===== config.mk =====
export PLATFORM = sky130hd
export DESIGN_NAME = button_conditioner
export DESIGN_NICKNAME = d
export VERILOG_FILES = /design/src/rtl/button_conditioner.sv
export SDC_FILE = /design/constraint.sdc
export NUM_CORES = 1
export LEC_CHECK = 0
export CORE_MARGIN = 8
export CORE_UTILIZATION = 57
export CTS_CLUSTER_SIZE = 24
export DETAILED_ROUTE_END_ITERATION = 10
export PLACE_DENSITY = 0.77
export SYNTH_ARGS = -nofsm -noshare
export SYNTH_HDL_FRONTEND = slang
export SYNTH_SLANG_ARGS = --single-unit

===== constraint.sdc =====
create_clock -name clk -period 2 [get_ports clk]
set_input_delay 0.2 -clock clk [delete_from_list [all_inputs] [get_ports clk]]
set_output_delay 0.2 -clock clk [all_outputs]
set_load 0.02 [all_outputs]

===== src/rtl/button_conditioner.sv =====
// rtl/button_conditioner.sv - synchroniser, debounce and press/auto-repeat events for four buttons
module button_conditioner #(
  parameter int DEBOUNCE_CYCLES = 250000,
  parameter int REPEAT_DELAY    = 12500000,
  parameter int REPEAT_PERIOD   = 2500000
) (
  input  logic       clk,
  input  logic       rst_n,
  input  logic       btn_left,
  input  logic       btn_right,
  input  logic       btn_up,
  input  logic       btn_down,
  output logic [3:0] btn_level,
  output logic [3:0] btn_press,
  output logic [3:0] btn_release
);

  localparam int DW   = $clog2(DEBOUNCE_CYCLES + 1);
  localparam int RMAX = (REPEAT_DELAY > REPEAT_PERIOD) ? REPEAT_DELAY : REPEAT_PERIOD;
  localparam int RW   = $clog2(RMAX + 1);

  localparam logic [DW-1:0] DB_LAST     = DW'(DEBOUNCE_CYCLES - 1);
  localparam logic [RW-1:0] DELAY_LAST  = RW'(REPEAT_DELAY - 1);
  localparam logic [RW-1:0] PERIOD_LAST = RW'(REPEAT_PERIOD - 1);

  typedef enum logic [1:0] {
    ST_IDLE   = 2'd0,
    ST_DELAY  = 2'd1,
    ST_REPEAT = 2'd2
  } state_t;

  logic [3:0] raw;
  assign raw = {btn_down, btn_up, btn_right, btn_left};

  for (genvar i = 0; i < 4; i++) begin : g_ch
    logic          s1;
    logic          s2;
    logic          level_q;
    logic [DW-1:0] db_cnt;
    logic          rise;
    logic          fall;
    state_t        state_q;
    state_t        state_d;
    logic [RW-1:0] rcnt_q;
    logic [RW-1:0] rcnt_d;
    logic          press_q;
    logic          press_d;
    logic          release_q;
    logic          release_d;

    // Two-flop synchroniser for the asynchronous raw pin
    always_ff @(posedge clk or negedge rst_n) begin
      if (!rst_n) begin
        s1 <= 1'b0;
        s2 <= 1'b0;
      end else begin
        s1 <= raw[i];
        s2 <= s1;
      end
    end

    // Debounce: level flips only after DEBOUNCE_CYCLES consecutive disagreeing samples
    always_ff @(posedge clk or negedge rst_n) begin
      if (!rst_n) begin
        level_q <= 1'b0;
        db_cnt  <= '0;
      end else if (s2 == level_q) begin
        db_cnt  <= '0;
      end else if (db_cnt == DB_LAST) begin
        level_q <= ~level_q;
        db_cnt  <= '0;
      end else begin
        db_cnt  <= db_cnt + DW'(1);
      end
    end

    // Decoded on the same edge the level toggles so the event pulse lines up with the level
    assign rise = (s2 != level_q) && (db_cnt == DB_LAST) && !level_q;
    assign fall = (s2 != level_q) && (db_cnt == DB_LAST) && level_q;

    // Event FSM state, repeat counter and registered pulse outputs
    always_ff @(posedge clk or negedge rst_n) begin
      if (!rst_n) begin
        state_q   <= ST_IDLE;
        rcnt_q    <= '0;
        press_q   <= 1'b0;
        release_q <= 1'b0;
      end else begin
        state_q   <= state_d;
        rcnt_q    <= rcnt_d;
        press_q   <= press_d;
        release_q <= release_d;
      end
    end

    // Event FSM next state: a fall always wins over a terminal-count repeat
    always_comb begin
      state_d   = state_q;
      rcnt_d    = rcnt_q;
      press_d   = 1'b0;
      release_d = 1'b0;
      case (state_q)
        ST_IDLE: begin
          rcnt_d = '0;
          if (rise) begin
            press_d = 1'b1;
            state_d = ST_DELAY;
          end
        end
        ST_DELAY: begin
          if (fall) begin
            release_d = 1'b1;
            rcnt_d    = '0;
            state_d   = ST_IDLE;
          end else if (rcnt_q == DELAY_LAST) begin
            press_d = 1'b1;
            rcnt_d  = '0;
            state_d = ST_REPEAT;
          end else begin
            rcnt_d = rcnt_q + RW'(1);
          end
        end
        ST_REPEAT: begin
          if (fall) begin
            release_d = 1'b1;
            rcnt_d    = '0;
            state_d   = ST_IDLE;
          end else if (rcnt_q == PERIOD_LAST) begin
            press_d = 1'b1;
            rcnt_d  = '0;
          end else begin
            rcnt_d = rcnt_q + RW'(1);
          end
        end
        default: begin
          rcnt_d  = '0;
          state_d = ST_IDLE;
        end
      endcase
    end

    assign btn_level[i]   = level_q;
    assign btn_press[i]   = press_q;
    assign btn_release[i] = release_q;
  end

endmodule


==> reports/summary.md <==
Cells and area
* **share of post-route cells with drive strength above 1** 12.7%
* **multi-input combinational cell area** 0.00492 mm^2
* **growth of design area from synthesis to finish** 15.6%
* **area taken by flip-flops and latches** 0.00490 mm^2
* **diode count** 0
* **layout filler cell count** 1293
* **non-filler cells in the finished layout** 1335
* **Post-Layout Inst Area** 0.0117 mm^2
* **final-stage net count** 1127

Power
* **cell leakage power** 0.00473 uW
* **Worst VDD drop** 0.000627 V
* **Cell Pwr Density** 670 mW/mm^2

Worst hold path
* **class of the most critical hold timing path** in -> reg
* **Worst Hold Path Cells** 1

Outcome
* **result of the run** finished, final reports clean

Worst setup path
* **kind of critical path** reg -> reg
* **category of the worst setup path launch point** register
* **CP max FO** 5
* **Crit-path slowest cell** or4_4
* **critical-path cell list** ha_2, nand3_2, or4_4, nor3_4, buf_4, a21oi_2, o221a_2
* **count of cells along the worst register-to-register path** 7
* **arrival time reported for the critical path endpoint** 2.30 ns
* **worst path required time** 2.32 ns
* **Setup crit end kind** register
* **CP max stage delay** 0.48 ns

Timing
* **worst slew margin relative to its limit** 60.0%
* **Fmax** 0.505 GHz
* **Final Hold Vio Count** 0
* **unrepaired setup endpoints after global routing** true
* **final period demand of the worst path** 1.98 ns
* **aggregate negative setup slack** 0 ns
* **final-report max-slew violation count** 0
* **clock tree skew after final layout** 0.00673 ns
* **Setup-failing EPs final** 0
* **Tightest Pin Transition** 0.595 ns
* **share of the cycle needed by the critical path after routing** 99.1%

Routing
* **Routed WL** 19600 um
* **met2 wire length** 9680 um
* **met3 wire len** 571 um
* **Residual DRC** 0
* **Pre-Repair DR Iteration Count** 5
* **Detailed Route Iter0 Violations** 444
* **post-DR wirelength/cell** 14.7 um
* **met1 WL** 9180 um
* **residual antenna-violating net count after detailed routing** 0
* **highest signal layer in the routed design** met4
* **via total after detailed routing** 7370
* **vias per inst** 5.52

Synthesis
* **EDFF count, synth** 0
* **count of yosys warnings during synthesis** 0
* **Mapped Cells** 1035
* **post-synthesis mux area share** 0.335%
* **number of synthesized register bits** 196
* **simple logic cell fraction of the synthesized area** 27.2%
* **fraction of synthesized cell area in xor and xnor cells** 13.2%
* **post-synthesis adder-cell area fraction** 2.98%
* **main combinational cell family by area after synthesis** simple AND/OR/NAND/NOR gates
* **sequential fraction of the synthesis area** 48.6%
* **dominant synthesized flop cell** dfrtp_1
* **number of unique standard cell types used by synthesis** 64
* **Post-Synthesis Net Count** 1065
* **complex-gate fraction of the synthesized area** 3.83%
* **cell area after technology mapping** 0.0101 mm^2
* **mean post-synth cell area** 9.75 um^2
* **share of async-settable or async-resettable flops after synthesis** 100%

Floorplanning
* **horizontal die dimension** 149 um
* **I/O pin cnt** 18
* **vertical extent of the die** 149 um
* **area of the core region** 0.0173 mm^2
* **starting utilization of the core area** 58.3%
* **Die Footprint** 0.0222 mm^2
* **number of cell rows** 48

Clocking
* **worst skew pair latency** 0.43 ns
* **H-tree levels** 4
* **total number of clock tree sinks** 196
* **maximum count of clock buffers along a single path** 2
* **TritonCTS buffer count** 17
* **clock-pin slew on the worst setup and hold paths** 0.07 ns
* **CTS tree** yes
* **Root Driver** clkbuf_16

Place
* **detailed-placement wirelength estimate** 12500 um
* **total placed instance area** 0.0108 mm^2
* **routability congestion estimate from global placement** 0.860
* **# placed instances** 1291
* **Port Buf Inserts** 17

Job
* **max cap viols** 0

Global routing
* **sum of overflow across all layers after global routing** 0
* **vias in the first global route** 7048
* **largest net degree at the start of global routing** 85
* **antenna violations before repair** 0
* **global-route wire length before repair** 32900 um
* **GRT Total Usage** 17.8%

## power breakdown
part           switching (uW)  total, uW  internal [uW]
clock                    1430       3610           2180
sequential               25.4       4020           3990
combinational             125        186           61.0
## sequential cells by signal (all words and copies together), names as in the netlist
signal	count
g_ch.rcnt_q	96
g_ch.db_cnt	72
g_ch.state_q	8
g_ch.level_q	4
g_ch.press_q	4
g_ch.release_q	4
g_ch.s1	4
g_ch.s2	4
## worst paths after layout
kind | from | end | slack, ns
max in group asynchronous | rst_n | g_ch[0].rcnt_q[13] | 1.03
min | btn_down | g_ch[3].s1 | 0.20
min in group asynchronous | rst_n | g_ch[2].db_cnt[7] | 0.23
min reg2reg | g_ch[3].s1 | g_ch[3].s2 | 0.35
max | g_ch[1].db_cnt[1] | g_ch[1].state_q[0] | 0.02
max reg2reg | g_ch[1].db_cnt[1] | g_ch[1].state_q[0] | 0.02
## cell families (layout without fill, tap and decap cells)
kind of cell    after synthesis  after routing
xor+xnor                    152            152
buf+inv                      75            150
mux                           3              3
flops                       196            196
compound gates               51             51
simple gates                534            534
fa+ha+maj                    24             24
## area by class of cell
type | instances | area share (%)
repair buffers | 76 | 6.61
multi-input cells | 764 | 42.2
clock buffers | 22 | 4.07
clock inverters | 10 | 1.31
well taps | 225 | 2.41
flip-flops and latches | 196 | 42.1
inverters | 42 | 1.35
## through the flow
stage	hold slack, ns	worst slack, ns	total power (uW)	util (%)
detailed placement	0.131	-0.00860	4280	62.3
global route	0.188	-0.0488	8090	67.4
CTS	0.190	0.00261	7890	66.1
floorplan	-0.0956	0.0710	4150	-
global placement	0.129	0.0578	4270	62.3
finish	0.202	0.0190	7820	67.4
## worst max-delay path: cells and delay by family (launching register included)
kind,cells,cell delay [ns]
AO/OA/AOI/OAI,2,0.25
adder cells (fa/ha/maj),1,0.20
buffers and inverters,1,0.18
flip-flops,1,0.37
AND/OR/NAND/NOR,3,0.87
## repair_timing
item / 4_1_cts / 5_1_grt
hold buffers: 1 / 0
setup buffers: 0 / 8
setup endpoints to repair: 29 / 102
pin swaps: 1 / 15
gates resized for setup: 3 / 31
cloned: 0 / 3
hold endpoints to repair: 33 / 0
## routing by layer
layer  vias up  GRT usage, %
met3        15          3.94
met5         -             0
met1      3608          23.8
met4         0          4.75
met2        89          28.8
li1       3658             -
## placed cells by master (no fill, tap or decap), types with 6 or more instances in the layout
cell type / n
a21oi_1: 6
and3_1: 18
and4_1: 11
buf_12: 9
buf_4: 46
clkbuf_16: 19
clkdlybuf4s50_1: 16
dfrtp_1: 196
ha_1: 18
ha_2: 6
inv_1: 42
nand2_1: 66
nand2b_1: 7
nand3_1: 64
nand4_1: 40
nor2_1: 209
nor3_1: 27
nor4_1: 19
nor4b_1: 8
o211ai_1: 6
o21ai_0: 6
xnor2_1: 78
xor2_1: 74
## synthesized netlist by cell type (4+ instances only)
cell type	number	area, um^2
nand4b_1	4	35.0
dfrtp_1	196	4900
buf_2	5	25.0
o211ai_1	6	45.0
nand2_1	66	248
a21o_1	4	30.0
nand3_1	66	330
nor2_1	211	792
and4b_1	4	40.0
nor2b_1	4	25.0
and4_1	13	114
nor4bb_1	5	50.1
and2_1	5	31.3
inv_1	42	158
and3_1	18	113
clkbuf_1	5	18.8
nand2b_1	7	43.8
xor2_1	74	648
ha_1	24	300
nand4_1	40	250
nor3_1	29	145
o21ai_0	10	50.1
or3_1	4	25.0
nor4b_1	12	105
a21oi_1	7	35.0
xnor2_1	78	683
buf_4	20	150
nor4_1	22	138
(Power assumes the default switching activity.)
==> edit (same settings) <==
Re-encode `state_t` (3 states) as one-hot, 3 bits wide.
--- a/src/rtl/button_conditioner.sv
+++ b/src/rtl/button_conditioner.sv
@@ -24,8 +24,8 @@
   localparam logic [RW-1:0] PERIOD_LAST = RW'(REPEAT_PERIOD - 1);
 
-  typedef enum logic [1:0] {
-    ST_IDLE   = 2'd0,
-    ST_DELAY  = 2'd1,
-    ST_REPEAT = 2'd2
+  typedef enum logic [2:0] {
+    ST_IDLE   = 3'b001,
+    ST_DELAY  = 3'b010,
+    ST_REPEAT = 3'b100
   } state_t;
 
Formal check against the unedited RTL: no difference found for any inputs over 10 cycles, from zero or initial values and one cycle with rst_n low; not proved beyond that.
==> edit against the original RTL <==
  * The flow now finishes with violations (setup timing)
  * Power grew 1.2%
  * Maximum frequency shrank 4.4%
  * Final area shrank 3.2%
  * Worst setup slack got worse by 0.090 ns
  * Synthesized area is 2.7% lower
  * Sequential cell count up 4
  * Final cell count shrank 2.5%
  * Wire length down 7.8%
==> edit: results (changes against the original RTL) <==
outcome: "finished, violations left"
violations: "setup timing"
routed_wl_um: 18080  # -7.8%
grt_util_met1_pct: 22.49  # -1.3 points
cp_slowest_stage_delay_ns: 0.52  # +0.04 ns
wl_met2_um: 8805  # -9.0%
setup.worst_path.end_class: "register"
grt_pass1_wl_um: 31770  # -3.3%
worstHoldStart: "btn_left"
cts_made_buffers: 17  # unchanged
min_to: "g_ch[0].s1"
dp_worst_setup_slack_ns: -0.01200  # -0.003400 ns
via_count: 7174  # -2.7%
fin_ws_ns: -0.07125  # -0.09021 ns
met3_length_um: 381  # -33%
fin_cells: 1302  # -2.5%
clockBufferDepth: 2  # unchanged
post-dp-hpwl_um: 12360  # -1.2%
synth_compound_area_share_pct: 2.867  # -0.96 points
path_max_fanout: 24  # +19
cts_setup_buffers: 0  # unchanged
synth-xor-area-share_pct: 13.74  # +0.54 points
hold_slack_ns: 0.2142  # +0.01254 ns
synthMuxAreaShare_pct: 0.3440  # +0.0092 points
worstSetupEndpoint: "g_ch[3].rcnt_q[6]"
crit_family: "simple AND/OR/NAND/NOR gates"
gp_congestion: 0.8302  # -3.5%
final-setup-viol-count: 25  # +25
grt_pass1_vias: 7066  # +0.26%
clock_skew_ns: 0.007016  # +0.0002894 ns
drt-met1-wl_um: 8679  # -5.5%
fin_setup_tns_ns: -1.278  # -1.278 ns
ys_seq_area_share_pct: 51.02  # +2.4 points
syn_nets: 1020  # -4.2%
synth_fa_ha_area_share_pct: 1.019  # -2.0 points
syn-mean-instance-area_um2: 9.761  # +0.13%
use_met2_pct: 28.99  # +0.21 points
synthTopCellsByArea: "dfrtp_1, nor2_1, xnor2_1"
slew-limit-headroom_pct: 65.96  # +6.0 points
drt-initial-drc-count: 430  # -3.2%
place_area_mm2: 0.01056  # -2.1%
p_leak_uw: 0.004500  # -4.8%
final_nets: 1078  # -4.3%
synth_commonest_cells: "nor2_1, dfrtp_1, xnor2_1"
postCtsResizedCells: 0  # -3
reg.largest.list: "g_ch.rcnt_q (96), g_ch.db_cnt (72), g_ch.state_q (12)"
drive_gt1_share_pct: 10.68  # -2.0 points
-- edit: changes by cell type after synthesis, moves of 5 or more --
cell,delta
o21ai_0,-6
ha_1,-16
or4_1,+5
inv_1,-18
clkbuf_1,+8
buf_4,-6
o211ai_1,-6
-- edit: report_power, final --
| group | total (µW) | internal (µW) | switching [µW] |
|---|---|---|---|
| Clock | 3640 | 2200 | 1440 |
| Sequential | 4100 | 4070 | 26.2 |
| Combinational | 176 | 54.8 | 122 |
| Total | 7910 | 6330 | 1590 |
-- edit: cell type report --
| class | count | area [µm²] |
|---|---|---|
| Clock inverter | 10 | 165.2 |
| Multi-Input combinational cell | 751 | 4611 |
| Fill cell | 1360 | 5768 |
| Clock buffer | 22 | 474.2 |
| Timing Repair Buffer | 70 | 656.9 |
| Inverter | 24 | 90.09 |
| Sequential cell | 200 | 5010 |
| Tap cell | 225 | 281.5 |
